**config.mk**
```make
export PLATFORM = sky130hd
export DESIGN_NAME = ifid_stage
export DESIGN_NICKNAME = d
export VERILOG_FILES = /design/src/rtl/ifid_pkg.sv /design/src/rtl/ifid_stage_fields.sv /design/src/rtl/ifid_stage.sv
export SDC_FILE = /design/constraint.sdc
export NUM_CORES = 1
export LEC_CHECK = 0
export BUFFER_PORTS_ARGS = -buffer_cell sky130_fd_sc_hd__buf_2
export CAP_MARGIN = 15
export CORE_UTILIZATION = 25
export DETAILED_ROUTE_END_ITERATION = 10
export HOLD_SLACK_MARGIN = 0.06
export PLACE_DENSITY_LB_ADDON = 0.12
export SETUP_SLACK_MARGIN = 0.3
export SLEW_MARGIN = 20
export SYNTH_ARGS = -nofsm -noshare
export SYNTH_HDL_FRONTEND = slang
export SYNTH_SLANG_ARGS = --single-unit
```
**constraint.sdc**
```tcl
create_clock -name clk -period 2.2 [get_ports clk]
set_input_delay 0.44 -clock clk [delete_from_list [all_inputs] [get_ports clk]]
set_output_delay 0.44 -clock clk [all_outputs]
set_load 0.03 [all_outputs]
```
**src/rtl/ifid_pkg.sv**
```systemverilog
// ifid_pkg -- shared definitions for the IF/ID pipeline stage.
//   ifid_state_e  : skid-buffer occupancy (EMPTY / ONE / TWO)
//   *_LSB / *_W   : bit positions and widths of the instruction fields
//   ifid_fields_t : packed view of one decoded instruction word
package ifid_pkg;

  typedef enum logic [1:0] {
    EMPTY = 2'd0,
    ONE   = 2'd1,
    TWO   = 2'd2
  } ifid_state_e;

  localparam int unsigned OPC_LSB = 26;
  localparam int unsigned OPC_W   = 6;
  localparam int unsigned RS_LSB  = 21;
  localparam int unsigned RT_LSB  = 16;
  localparam int unsigned RD_LSB  = 11;
  localparam int unsigned SH_LSB  = 6;
  localparam int unsigned REG_W   = 5;
  localparam int unsigned FN_LSB  = 0;
  localparam int unsigned FN_W    = 6;
  localparam int unsigned IMM_LSB = 0;
  localparam int unsigned IMM_W   = 16;
  localparam int unsigned JA_LSB  = 0;
  localparam int unsigned JA_W    = 26;

  typedef struct packed {
    logic [OPC_W-1:0] opcode;
    logic [REG_W-1:0] rs;
    logic [REG_W-1:0] rt;
    logic [REG_W-1:0] rd;
    logic [REG_W-1:0] shamt;
    logic [FN_W-1:0]  funct;
    logic [IMM_W-1:0] imm;
    logic [JA_W-1:0]  jaddr;
  } ifid_fields_t;

endpackage

```
**src/rtl/ifid_stage_fields.sv**
```systemverilog
// instr_fields -- purely combinational slicing of a 32-bit instruction word.
//   instr_i  : instruction word
//   fields_o : opcode/rs/rt/rd/shamt/funct/imm/jaddr views (overlapping)
module instr_fields
  import ifid_pkg::*;
(
  input  logic [31:0]  instr_i,
  output ifid_fields_t fields_o
);

  always_comb begin
    fields_o.opcode = instr_i[OPC_LSB +: OPC_W];
    fields_o.rs     = instr_i[RS_LSB  +: REG_W];
    fields_o.rt     = instr_i[RT_LSB  +: REG_W];
    fields_o.rd     = instr_i[RD_LSB  +: REG_W];
    fields_o.shamt  = instr_i[SH_LSB  +: REG_W];
    fields_o.funct  = instr_i[FN_LSB  +: FN_W];
    fields_o.imm    = instr_i[IMM_LSB +: IMM_W];
    fields_o.jaddr  = instr_i[JA_LSB  +: JA_W];
  end

endmodule

```
**src/rtl/ifid_stage.sv**
```systemverilog
// ifid_stage -- IF/ID pipeline register built as a 2-entry skid buffer.
//   clk, rst_n (async, active-low), flush (sync discard)
//   fetch side : in_valid, in_ready (registered), in_instr, in_pc
//   decode side: out_valid, out_ready, out_pc and sliced fields
//                out_opcode/rs/rt/rd/shamt/funct/imm/jaddr
//   IFID_STALL_CNT_EN : adds stall_cnt, a saturating count of cycles
//                       with out_valid && !out_ready (cleared by reset only)
module ifid_stage
  import ifid_pkg::*;
#(
  parameter int unsigned n = 32,
  parameter int unsigned i = 16
) (
  input  logic         clk,
  input  logic         rst_n,
  input  logic         flush,
  input  logic         in_valid,
  output logic         in_ready,
  input  logic [n-1:0] in_instr,
  input  logic [n-1:0] in_pc,
  output logic         out_valid,
  input  logic         out_ready,
  output logic [n-1:0] out_pc,
  output logic [5:0]   out_opcode,
  output logic [4:0]   out_rs,
  output logic [4:0]   out_rt,
  output logic [4:0]   out_rd,
  output logic [4:0]   out_shamt,
  output logic [5:0]   out_funct,
  output logic [i-1:0] out_imm,
  output logic [25:0]  out_jaddr
`ifdef IFID_STALL_CNT_EN
  ,
  output logic [31:0]  stall_cnt
`endif
);

  ifid_state_e  state_q, state_d;
  logic         in_ready_q, out_valid_q;
  logic [n-1:0] main_instr_q, main_pc_q;
  logic [n-1:0] skid_instr_q, skid_pc_q;
  logic         accept, deliver;
  logic         load_main_in, load_main_skid, load_skid;
  ifid_fields_t fields;

  assign accept  = in_valid && in_ready_q;
  assign deliver = out_valid_q && out_ready;

  always_comb begin
    state_d        = state_q;
    load_main_in   = 1'b0;
    load_main_skid = 1'b0;
    load_skid      = 1'b0;
    case (state_q)
      EMPTY: if (accept) begin
        state_d      = ONE;
        load_main_in = 1'b1;
      end
      ONE: begin
        if (accept && !deliver) begin
          state_d   = TWO;
          load_skid = 1'b1;
        end else if (accept) begin
          load_main_in = 1'b1;
        end else if (deliver) begin
          state_d = EMPTY;
        end
      end
      TWO: if (deliver) begin
        state_d        = ONE;
        load_main_skid = 1'b1;
      end
      default: state_d = EMPTY;
    endcase
    if (flush) begin
      state_d        = EMPTY;
      load_main_in   = 1'b0;
      load_main_skid = 1'b0;
      load_skid      = 1'b0;
    end
  end

  // Handshake flags are registered from the next state so neither
  // depends combinationally on out_ready.
  always_ff @(posedge clk or negedge rst_n) begin
    if (!rst_n) begin
      state_q     <= EMPTY;
      in_ready_q  <= 1'b1;
      out_valid_q <= 1'b0;
    end else begin
      state_q     <= state_d;
      in_ready_q  <= (state_d != TWO);
      out_valid_q <= (state_d != EMPTY);
    end
  end

  always_ff @(posedge clk or negedge rst_n) begin
    if (!rst_n) begin
      main_instr_q <= '0;
      main_pc_q    <= '0;
      skid_instr_q <= '0;
      skid_pc_q    <= '0;
    end else begin
      if (load_main_in) begin
        main_instr_q <= in_instr;
        main_pc_q    <= in_pc;
      end else if (load_main_skid) begin
        main_instr_q <= skid_instr_q;
        main_pc_q    <= skid_pc_q;
      end
      if (load_skid) begin
        skid_instr_q <= in_instr;
        skid_pc_q    <= in_pc;
      end
    end
  end

  instr_fields u_fields (
    .instr_i  (32'(main_instr_q)),
    .fields_o (fields)
  );

  assign in_ready   = in_ready_q;
  assign out_valid  = out_valid_q;
  assign out_pc     = main_pc_q;
  assign out_opcode = fields.opcode;
  assign out_rs     = fields.rs;
  assign out_rt     = fields.rt;
  assign out_rd     = fields.rd;
  assign out_shamt  = fields.shamt;
  assign out_funct  = fields.funct;
  assign out_imm    = i'(fields.imm);
  assign out_jaddr  = fields.jaddr;

`ifdef IFID_STALL_CNT_EN
  logic [31:0] stall_cnt_q;

  always_ff @(posedge clk or negedge rst_n) begin
    if (!rst_n) begin
      stall_cnt_q <= '0;
    end else if (out_valid_q && !out_ready && (stall_cnt_q != '1)) begin
      stall_cnt_q <= stall_cnt_q + 32'd1;
    end
  end

  assign stall_cnt = stall_cnt_q;
`endif

endmodule

```
==> flow_metrics.tcl <==
set metrics [dict create \
    setup_viol 0 \
    clkSinkCount 132 \
    crit_start "in_ready" \
    drv_cap 0 \
    ys_seq_area_share_pct 51.1 \
    p_sw_mw 3.95 \
    worstPathBufferInverterCount 1 \
    drc 0 \
    pwr_density_cell_nw_per_um2 1330 \
    use_met3_pct 3.74 \
    worstPathRequired_ns 2.49 \
    layout_min_cycle_time_ns 1.87 \
    combinationalPowerShare_pct 35.5 \
    hpwl_mm 11.1 \
    reg2reg_to "skid_pc_q[28]" \
    tns_ns 0 \
    grt_use_met2_pct 23.8 \
    worst-setup-path-type "flip-flop to flip-flop" \
    p_leak_nw 3.49 \
    clockPowerShare_pct 27.1 \
    seqPwrFrac_pct 37.4 \
    slowest_delay_ns 0.57 \
    arrival_ns 2.16 \
    hold_viol_final 0 \
    rsz0062_at_grt "yes" \
    cts_tree "done" \
    wl_per_cell_um 18.8 \
    synth_fp_nets 635 \
    netSwitchingFraction_pct 37.0 \
    cp-endpoint "skid_pc_q[28]" \
    gp_congestion 0.714 \
    path_max_fanout 21 \
    port_buffers 176 \
    crit_path_end_kind "flip-flop" \
    insertion_delay_ns 0.42 \
    gr-usage-met1_pct 19.9 \
    drt_iter0_drc 219 \
    core_area_um2 25300 \
    synth_cell_type_count 27 \
    yosys_warnings 0 \
    nNetsFinal 749 \
    critPathLaunchType "flip-flop" \
    grt-ovfl-total 0 \
    rr_worst_depth 4 \
    clkSlewWorstSetupHoldPaths_ns 0.06 \
    grt.busiest_layer "met2" \
    maxSlewViolCount 0 \
    drt-pass1-iter-count 4 \
    vias 4887 \
    rrSetupSlack_ns 0.33 \
    cpMaxStageDelayCell "dfstp_2" \
    synth.ff_latch_count 132 \
    hp-class "primary input to flip-flop" \
    avgSynthCellArea_um2 11.4 \
    initial_utilization_pct 25.6 \
    path_depth 4 \
    drive_above_1_share_pct 42.0 \
    postRouteAntennaNets 0 \
    die_w_um 163 \
    syn_inst 566 \
    status "finished clean" \
    worst_pin_slew_ns 0.869 \
    clock_skew_ns 0.00747 \
    die_height_um 163 \
    fin_crit_sh_pct 84.8 \
    fmax_mhz 536 \
    internal_power_mw 6.72 \
    grt_max_degree 132 \
    grt_usage_pct 15.0 \
    syn_to_final_growth_pct 24.4 \
    rr_startpoint "in_ready" \
    grt_pass1_wl_mm 30.2 \
    numCtsBuffers 17 \
    antenna_found_initial 2 \
    h-tree-depth 4 \
    grt_pass1_vias 5116 \
    synth_area_um2 6470 \
    core.rowCount 58 \
    die_area_um2 26500 \
    io_pins 177 \
    clk_path_buf_depth 2 \
    peakVddDrop_v 0.000522 \
    wl_mm 19.2 \
    crit_family "simple AND/OR/NAND/NOR gates" \
    path_cells "nand2_2 -> or4b_4 -> buf_6 -> mux2_4" \
    finalHoldWorstSlack_ns 0.249 \
    viasPerCell 4.78 \
    relSlewSlack_pct 42.0 \
    root_buffer "clkbuf_16" \
]
==> how the worst min path moves through the flow <==
stage	startpoint	end	slack, ns	cells past startpoint
floorplan	rst_n	main_instr_q[0]	0.14	0
global placement	rst_n	skid_instr_q[16]	0.40	1
detailed placement	rst_n	main_instr_q[16]	0.40	1
CTS	in_instr[31]	skid_instr_q[31]	0.22	2
global route	in_instr[31]	skid_instr_q[31]	0.24	2
finish	in_instr[31]	skid_instr_q[31]	0.25	2
==> metal layers <==
| metal | up-vias | share of wire [%] |
|---|---|---|
| met5 | - | 0.052 |
| met1 | 2481 | 47 |
| met4 | 2 | 0.99 |
| li1 | 2255 | - |
| met2 | 137 | 48 |
| met3 | 12 | 4.3 |
==> Yosys cell counts (all sizes together) <==
| master | count | area share [%] |
|---|---|---|
| and2 | 1 | 0.097 |
| mux2i | 1 | 0.15 |
| dfstp | 1 | 0.41 |
| or2 | 1 | 0.097 |
| mux2 | 64 | 15 |
| or4b | 1 | 0.15 |
| a211oi | 1 | 0.12 |
| nand3b | 64 | 7.4 |
| clkbuf | 48 | 2.8 |
| nand2b | 1 | 0.097 |
| xor2 | 1 | 0.14 |
| a21boi | 1 | 0.17 |
| o32ai | 1 | 0.14 |
| and4b | 1 | 0.15 |
| nor3 | 64 | 5.0 |
| o21ai | 64 | 5.0 |
| nand4bb | 1 | 0.17 |
| a31oi | 64 | 6.2 |
| nor3b | 1 | 0.12 |
| nand2 | 3 | 0.17 |
| dfrtp | 131 | 51 |
| buf | 50 | 6.1 |
| nand4b | 1 | 0.14 |
==> sequential cells by signal, indices dropped and copies added (netlist names) <==
register and count:
main_instr_q 32, out_pc 32, skid_instr_q 32, skid_pc_q 32
state_q 2, in_ready 1, out_valid 1
==> cell usage in the layout, fill, tap and decap left out, types with 2 or more instances in the layout <==
cell type     n
nand2_1       2
buf_2       175
a31oi_1      64
mux2_4       60
buf_12        6
clkinvlp_4    4
nor3_1       64
clkinv_4      4
dfrtp_1     129
bufinv_16     3
o21ai_1      10
o21ai_0      54
buf_4         5
clkbuf_16    17
mux2_1        4
buf_6         6
nand3b_1     64
==> final cells by class <==
type / count / area, um^2
diodes: 1 / 2.50
clock buffers: 18 / 429
clock inverters: 12 / 160
fillers: 2590 / 17200
multi-input cells: 336 / 2620
flip-flops and latches: 132 / 3310
well taps: 330 / 413
repair buffers: 193 / 1110
==> power groups by stage <==
stage          clock [mW]  sequential [mW]  combinational [mW]
2_1_floorplan           0             4.61                2.35
3_3_place_gp            0             3.97                3.78
3_5_place_dp            0             4.01                3.81
4_1_cts              2.99             3.99                3.83
5_1_grt              3.10             4.11                4.05
6_report             2.89             3.98                3.79
==> logic make-up (layout without fill, tap and decap cells) <==
kind of cell / count (synthesis) / in the layout / share of synthesized area [%]
simple gates: 139 / 139 / 13.6
flops: 132 / 132 / 51.1
compound gates: 131 / 131 / 11.6
buf+inv: 98 / 223 / 8.88
mux: 65 / 65 / 14.8
xor+xnor: 1 / 1 / 0.135
other cells: 0 / 1 / 0
==> worst reg2reg max path: stages (launching register included) <==
cell	delay (ns)
dfstp_2	0.57
nand2_2	0.08
or4b_4	0.53
buf_6	0.24
mux2_4	0.33
==> stage by stage <==
step | cell area [um^2] | instances | utilization, % | setup WS [ns] | power (mW)
6_report | 8050 | 1022 | 31.9 | 0.334 | 10.7
5_1_grt | 8050 | 1022 | 31.9 | 0.286 | 11.3
2_1_floorplan | 6500 | 566 | - | 0.291 | 6.96
3_5_place_dp | 7430 | 990 | 29.4 | 0.0574 | 7.82
4_1_cts | 8040 | 1021 | 31.8 | 0.285 | 10.8
3_3_place_gp | 7430 | 990 | 29.4 | 0.0567 | 7.75
==> timing repair <==
item                       CTS  global route
setup buffers                0             0
gates resized for setup      3             2
hold buffers                 1             0
setup endpoints to repair   52            74
hold endpoints to repair    36             0
cloned                       0             0
No activity file was read; power rests on OpenSTA's default activity.
